File: config.mk
export PLATFORM = sky130hd
export DESIGN_NAME = mem_stage_lsu
export DESIGN_NICKNAME = d
export VERILOG_FILES = /design/src/rtl/mem_stage_lsu.sv
export SDC_FILE = /design/constraint.sdc
export NUM_CORES = 1
export LEC_CHECK = 0
export ABC_AREA = 1
export CAP_MARGIN = 20
export CORE_MARGIN = 2
export CORE_UTILIZATION = 48
export CTS_CLUSTER_SIZE = 24
export DETAILED_ROUTE_END_ITERATION = 7
export PLACE_DENSITY = 0.8
export RECOVER_POWER = 50
export REMOVE_ABC_BUFFERS = 1
export SYNTH_ARGS = -nofsm -noshare
export SYNTH_HDL_FRONTEND = slang
export SYNTH_SLANG_ARGS = --single-unit
File: constraint.sdc
create_clock -name clk -period 2.35 [get_ports clk]
set_clock_uncertainty 0.15 [all_clocks]
set_input_delay 0.47 -clock clk [delete_from_list [all_inputs] [get_ports clk]]
set_output_delay 0.47 -clock clk [all_outputs]
set_load 0.005 [all_outputs]
File: src/rtl/mem_stage_lsu.sv
// mem_stage_lsu: memory-stage load/store unit for an RV32/RV64 pipeline.
//
// Sits between the M pipeline register and the writeback stage. Memory ops
// that are aligned and legal for XLEN are issued on a variable-latency
// req/ack bus while upstream is stalled. Everything else, including
// misaligned ops, goes straight to W in one cycle. All W outputs and all
// bus outputs are registered.
//
// Ports
//   clk, rst_n                   clock, asynchronous active-low reset
//   ValidM .. LoadSrcM           instruction in M (control, address, store data)
//   StallM                       upstream must hold while an access is in flight
//   mem_req/we/addr/be/wdata     data bus request, held stable while mem_req=1
//   mem_ack, mem_rdata           bus completion and read data (valid with ack)
//   ValidW .. BusErrW            writeback register outputs
//   state_dbg                    FSM state (0 = IDLE, 1 = BUSY)
//
// Bus handshake: mem_req rises on the accept edge and is held, together with
// mem_we/addr/be/wdata, until the edge that samples mem_ack=1 or the edge at
// which the timeout expires. mem_ack is only looked at while mem_req is high;
// an ack in the very first request cycle is legal. If ack and timeout land on
// the same edge, the ack wins.
module mem_stage_lsu #(
  parameter int XLEN    = 32,
  parameter int TIMEOUT = 255
) (
  input  logic              clk,
  input  logic              rst_n,
  input  logic              ValidM,
  input  logic              RegWriteM,
  input  logic              MemWriteM,
  input  logic              MemReadM,
  input  logic [1:0]        ResultSrcM,
  input  logic [XLEN-1:0]   ALUResultM,
  input  logic [XLEN-1:0]   WriteDataM,
  input  logic [4:0]        RdM,
  input  logic [XLEN-1:0]   PCPlus4M,
  input  logic [1:0]        StoreSrcM,
  input  logic [2:0]        LoadSrcM,
  output logic              StallM,
  output logic              mem_req,
  output logic              mem_we,
  output logic [XLEN-1:0]   mem_addr,
  output logic [XLEN/8-1:0] mem_be,
  output logic [XLEN-1:0]   mem_wdata,
  input  logic              mem_ack,
  input  logic [XLEN-1:0]   mem_rdata,
  output logic              ValidW,
  output logic              RegWriteW,
  output logic [1:0]        ResultSrcW,
  output logic [4:0]        RdW,
  output logic [XLEN-1:0]   ALUResultW,
  output logic [XLEN-1:0]   ReadDataW,
  output logic [XLEN-1:0]   PCPlus4W,
  output logic              MisalignW,
  output logic              BusErrW,
  output logic              state_dbg
);

  localparam int NB = XLEN / 8;
  localparam int OW = $clog2(NB);
  localparam int CW = (TIMEOUT < 2) ? 1 : $clog2(TIMEOUT + 1);
  localparam bit TMO_EN = (TIMEOUT != 0);
  // The counter starts at 0 in the first request cycle, so the request has
  // been up for TIMEOUT cycles when it reads TIMEOUT-1 without an ack.
  localparam logic [CW-1:0] TMO_LAST = CW'((TIMEOUT > 0) ? TIMEOUT - 1 : 0);

  typedef enum logic {IDLE = 1'b0, BUSY = 1'b1} state_t;

  state_t          state;
  logic [CW-1:0]   tmo_cnt;

  // Captured op while the bus access is outstanding.
  logic            we_q;
  logic [OW-1:0]   off_q;
  logic [2:0]      ld_type_q;
  logic            rw_q;
  logic [1:0]      rsrc_q;
  logic [4:0]      rd_q;
  logic [XLEN-1:0] alu_q;
  logic [XLEN-1:0] pc_q;

  // Decode of the op currently in M.
  logic            mem_op;
  logic [1:0]      size;
  logic            size_legal;
  logic            align_bad;
  logic            misalign_m;
  logic [OW-1:0]   offset;
  logic [7:0]      smask;
  logic [NB-1:0]   be_m;
  logic [XLEN-1:0] wdata_m;
  logic [XLEN-1:0] addr_m;
  logic            tmo_hit;

  always_comb begin
    mem_op = ValidM & (MemReadM | MemWriteM);
    size   = MemWriteM ? StoreSrcM : LoadSrcM[1:0];
    // Dword-sized codes (sd, ld, lwu) only exist on RV64; 111 is unused.
    if (MemWriteM)
      size_legal = (StoreSrcM != 2'b11) || (XLEN == 64);
    else
      size_legal = (LoadSrcM != 3'b111) &&
                   (((LoadSrcM != 3'b011) && (LoadSrcM != 3'b110)) || (XLEN == 64));
    case (size)
      2'b00:   align_bad = 1'b0;
      2'b01:   align_bad = ALUResultM[0];
      2'b10:   align_bad = |ALUResultM[1:0];
      default: align_bad = |ALUResultM[2:0];
    endcase
    misalign_m = ~size_legal | align_bad;
    offset     = ALUResultM[OW-1:0];
    case (size)
      2'b00:   smask = 8'h01;
      2'b01:   smask = 8'h03;
      2'b10:   smask = 8'h0F;
      default: smask = 8'hFF;
    endcase
    be_m    = NB'(smask) << offset;
    wdata_m = WriteDataM << {offset, 3'b000};
    addr_m  = {ALUResultM[XLEN-1:OW], {OW{1'b0}}};
    tmo_hit = TMO_EN && (tmo_cnt == TMO_LAST);
  end

  // Load extraction from the lanes selected by the captured offset.
  logic [XLEN-1:0] shifted;
  logic [63:0]     sh64;
  logic [63:0]     ext64;
  logic [XLEN-1:0] load_data;

  always_comb begin
    shifted = mem_rdata >> {off_q, 3'b000};
    sh64    = 64'(shifted);
    case (ld_type_q)
      3'b000:  ext64 = {{56{sh64[7]}},  sh64[7:0]};
      3'b001:  ext64 = {{48{sh64[15]}}, sh64[15:0]};
      3'b010:  ext64 = {{32{sh64[31]}}, sh64[31:0]};
      3'b011:  ext64 = sh64;
      3'b100:  ext64 = {56'd0, sh64[7:0]};
      3'b101:  ext64 = {48'd0, sh64[15:0]};
      3'b110:  ext64 = {32'd0, sh64[31:0]};
      default: ext64 = 64'd0;
    endcase
    load_data = ext64[XLEN-1:0];
  end

  assign StallM    = (state == BUSY);
  assign state_dbg = state;

  always_ff @(posedge clk or negedge rst_n) begin
    if (!rst_n) begin
      state      <= IDLE;
      tmo_cnt    <= '0;
      mem_req    <= 1'b0;
      mem_we     <= 1'b0;
      mem_addr   <= '0;
      mem_be     <= '0;
      mem_wdata  <= '0;
      we_q       <= 1'b0;
      off_q      <= '0;
      ld_type_q  <= '0;
      rw_q       <= 1'b0;
      rsrc_q     <= '0;
      rd_q       <= '0;
      alu_q      <= '0;
      pc_q       <= '0;
      ValidW     <= 1'b0;
      RegWriteW  <= 1'b0;
      ResultSrcW <= '0;
      RdW        <= '0;
      ALUResultW <= '0;
      ReadDataW  <= '0;
      PCPlus4W   <= '0;
      MisalignW  <= 1'b0;
      BusErrW    <= 1'b0;
    end else begin
      case (state)
        IDLE: begin
          if (mem_op && !misalign_m) begin
            state     <= BUSY;
            tmo_cnt   <= '0;
            mem_req   <= 1'b1;
            mem_we    <= MemWriteM;
            mem_addr  <= addr_m;
            mem_be    <= be_m;
            mem_wdata <= wdata_m;
            we_q      <= MemWriteM;
            off_q     <= offset;
            ld_type_q <= LoadSrcM;
            rw_q      <= RegWriteM;
            rsrc_q    <= ResultSrcM;
            rd_q      <= RdM;
            alu_q     <= ALUResultM;
            pc_q      <= PCPlus4M;
            // The accepted op is in flight; W sees a bubble meanwhile.
            ValidW    <= 1'b0;
            RegWriteW <= 1'b0;
            MisalignW <= 1'b0;
            BusErrW   <= 1'b0;
          end else begin
            // Pass-through path: non-memory op, bubble, or misaligned op.
            ValidW     <= ValidM;
            RegWriteW  <= ValidM & RegWriteM & ~(mem_op & misalign_m);
            MisalignW  <= mem_op & misalign_m;
            BusErrW    <= 1'b0;
            ResultSrcW <= ResultSrcM;
            RdW        <= RdM;
            ALUResultW <= ALUResultM;
            ReadDataW  <= '0;
            PCPlus4W   <= PCPlus4M;
          end
        end
        BUSY: begin
          if (mem_ack || tmo_hit) begin
            state      <= IDLE;
            mem_req    <= 1'b0;
            mem_we     <= 1'b0;
            ValidW     <= 1'b1;
            RegWriteW  <= mem_ack & rw_q;
            MisalignW  <= 1'b0;
            BusErrW    <= ~mem_ack;
            ResultSrcW <= rsrc_q;
            RdW        <= rd_q;
            ALUResultW <= alu_q;
            ReadDataW  <= (mem_ack && !we_q) ? load_data : '0;
            PCPlus4W   <= pc_q;
          end else begin
            tmo_cnt   <= tmo_cnt + 1'b1;
            ValidW    <= 1'b0;
            RegWriteW <= 1'b0;
            MisalignW <= 1'b0;
            BusErrW   <= 1'b0;
          end
        end
        default: state <= IDLE;
      endcase
    end
  end

endmodule
==> results.json <==
{
  "synthCells": 1486,
  "outcome": "completed",
  "start_util_pct": 48.83,
  "path_clk_slew_ns": 0.06,
  "cts_made_buffers": 26,
  "r2r-start": "StallM",
  "cts_setup_buffers": 0,
  "grt_pass1_wl_um": 50230,
  "relSlewSlack_pct": 29.98,
  "dp_hpwl_um": 21280,
  "critPathMaxStageDelay_ns": 0.54,
  "ys_ff_latch": 230,
  "dp_cells": 2056,
  "drt_first_pass_iters": 6,
  "r2r-end": "ALUResultW[17]",
  "cp_max_fo": 10,
  "placed_cell_area_um2": 14920,
  "ff2ff_path_depth": 8,
  "cp.buffers_inverters": 1,
  "ctsResizeCount": 0,
  "synth_fa_ha_area_share_pct": 0.2190,
  "design_area_um2": 15620,
  "power_density_nw_per_um2": 847.3,
  "end_kind": "output port",
  "hold_ws_ns": 0.3041,
  "ir_worst_vdd_v": 0.0005151,
  "clock_sinks": 230,
  "period_share_pct": 94.36,
  "htreeDepth": 1,
  "worstSkewPairLatency_ns": 0.51,
  "post_drt_via_cell_ratio": 5.087,
  "ant_nets": 0,
  "hold_viol": 0,
  "grt.total_usage_pct": 24.56,
  "syn_area_per_cell_um2": 7.691,
  "synth_xor_area_share_pct": 0.1533,
  "crit_type": "flip-flop to output port",
  "final_common_cell": "nand2_1",
  "worst_ep_required_time_ns": 1.73,
  "synth_cell_types": 32,
  "synth_simple_gate_area_share_pct": 28.28,
  "setup_tns_ns": 0,
  "drtIter0Drc": 678,
  "cts_tree": "done",
  "maxCapViolCount": 0,
  "drt-total-wl_um": 30840,
  "die-height_um": 158.3,
  "fmax_mhz": 451.0,
  "muxShareOfSynthArea_pct": 0.1752,
  "slowest_stage": "dfrtp_4",
  "overflow": 0,
  "slew_violations": 0,
  "fin_ws_ns": 0.1325,
  "die_width_um": 158.3,
  "mappedNetlistArea_um2": 11430,
  "synth_compound_gate_area_share_pct": 10.31,
  "path_cells": "clkdlybuf4s50_1",
  "gp_congestion": 0.8684,
  "cts-root-buf": "clkbuf_16",
  "arrival_ns": 1.60,
  "drive_gt1_share_pct": 6.521,
  "grt_setup_unrepaired": "no",
  "dp_slack_ns": -0.1064,
  "synth_top_family_by_area": "simple AND/OR/NAND/NOR gates",
  "wl_per_cell_um": 14.69,
  "r2r_slack_ns": 0.30,
  "cp_top_family": "flip-flops",
  "antenna_found_initial": 2,
  "portBuffers": 323,
  "final_cell_mix": "nand2_1 (617), clkdlybuf4s50_1 (291), dfrtp_1 (229)",
  "worst_slew_pin_slew_ns": 1.050,
  "route.detailed.drc": 0,
  "final_cells": 2099,
  "syn2layout_area_growth_pct": 36.63,
  "hp-class": "input pin to asynchronous set/reset pin",
  "cp-start-kind": "flip-flop",
  "rows": 56,
  "grt_max_degree": 139,
  "ys_seq_area_share_pct": 50.36,
  "design.core.area_um2": 23400,
  "cts_buffer_depth": 3,
  "nets": 1914,
  "vias": 10680,
  "p_leak_nw": 7.761,
  "finalSetupViolCount": 0,
  "grt_pass1_vias": 10440,
  "ys_warn_count": 0,
  "min_period_ns": 2.217,
  "io_pins": 326,
  "die_area_um2": 25060
}
-- worst reg2reg max path, delay by kind of cell, from the launching register on --
family | cells | cell delay, ns
simple gates | 5 | 0.66
flops | 1 | 0.57
buf+inv | 3 | 0.56
-- cells in the mapped netlist, drive strengths merged --
cell    count  area, um2
nor3        6      40.04
a21oi      18      93.84
a21boi      1      7.510
nand4       1      6.260
a21o        1      7.510
dfrtp     230       5756
inv        99      371.6
ha          2      25.02
nor2       36      140.1
xor2        2      17.52
buf        96      700.7
conb        1      3.750
clkbuf     33      123.9
nand3     129      658.1
o211ai     11      87.58
o21ai     188      967.2
o21bai      2      15.01
or2         9      56.30
mux2i       2      20.02
nand2     619       2331
-- registers in the layout (all words and copies together), names as in the netlist, 2 cells and up --
signal / count
ALUResultW: 32
PCPlus4W: 32
ReadDataW: 32
mem_wdata: 32
pc_q: 32
alu_q: 31
tmo_cnt: 8
RdW: 5
rd_q: 5
mem_be: 4
ld_type_q: 3
ResultSrcW: 2
rsrc_q: 2
-- what timing repair did --
action,4_1_cts,5_1_grt
endpoints found under the hold margin,40,0
hold buffers,1,0
setup endpoints to repair,0,2
-- stage by stage --
stage                     total power [W]  util [%]
after floorplan                  0.007176         -
after global placement           0.009486     63.77
after detailed placement         0.009623     63.77
after CTS                         0.01342     67.13
after global routing              0.01406     66.72
final                             0.01323     66.72
-- layer usage --
layer | wire length, um | part of all wire, % | track usage [%]
met2 | 14740 | 48 | 41.93
met3 | 2468 | 8.0 | 5.389
met4 | 1026 | 3.3 | 8.280
met1 | 12590 | 41 | 31.05
met5 | 13 | 0.042 | 0
-- worst max-delay path by stage --
stage / start / to / slack [ns] / depth (start not counted)
floorplan: StallM / StallM / -3.67 / 5
global placement: MemWriteM / ALUResultW[8] / -0.03 / 12
detailed placement: ALUResultM[0] / mem_wdata[22] / -0.11 / 6
CTS: StallM / StallM / 0.02 / 2
global route: MemWriteM / alu_q[20] / 0.04 / 10
finish: StallM / StallM / 0.13 / 1
-- where the power goes --
part	leakage [nW]	total [W]	internal [W]	switching (W)
Combinational	4.46	0.00407	0.00211	0.00196
Sequential	2.92	0.00543	0.00484	0.000589
Clock	0.376	0.00373	0.00221	0.00153
Total	7.76	0.0132	0.00916	0.00407
-- layout make-up --
type | instances | area [um2]
fillers | 1949 | 7787
clock buffers | 40 | 764.5
repair buffers | 379 | 3819
diodes | 1 | 2.502
multi-input cells | 1029 | 4487
inverters | 99 | 371.6
flip-flops and latches | 230 | 5759
clock inverters | 2 | 12.51
well taps | 319 | 399.1
-- logic make-up after synthesis --
logic type,count (synthesis)
AOI/OAI and AO/OA,221
buffers and inverters,228
xor gates and xnor gates,2
and+or+nand+nor,800
muxes,2
DFF,230
other,1
adders and majority gates,2
No activity file was read; power rests on OpenSTA's default activity.
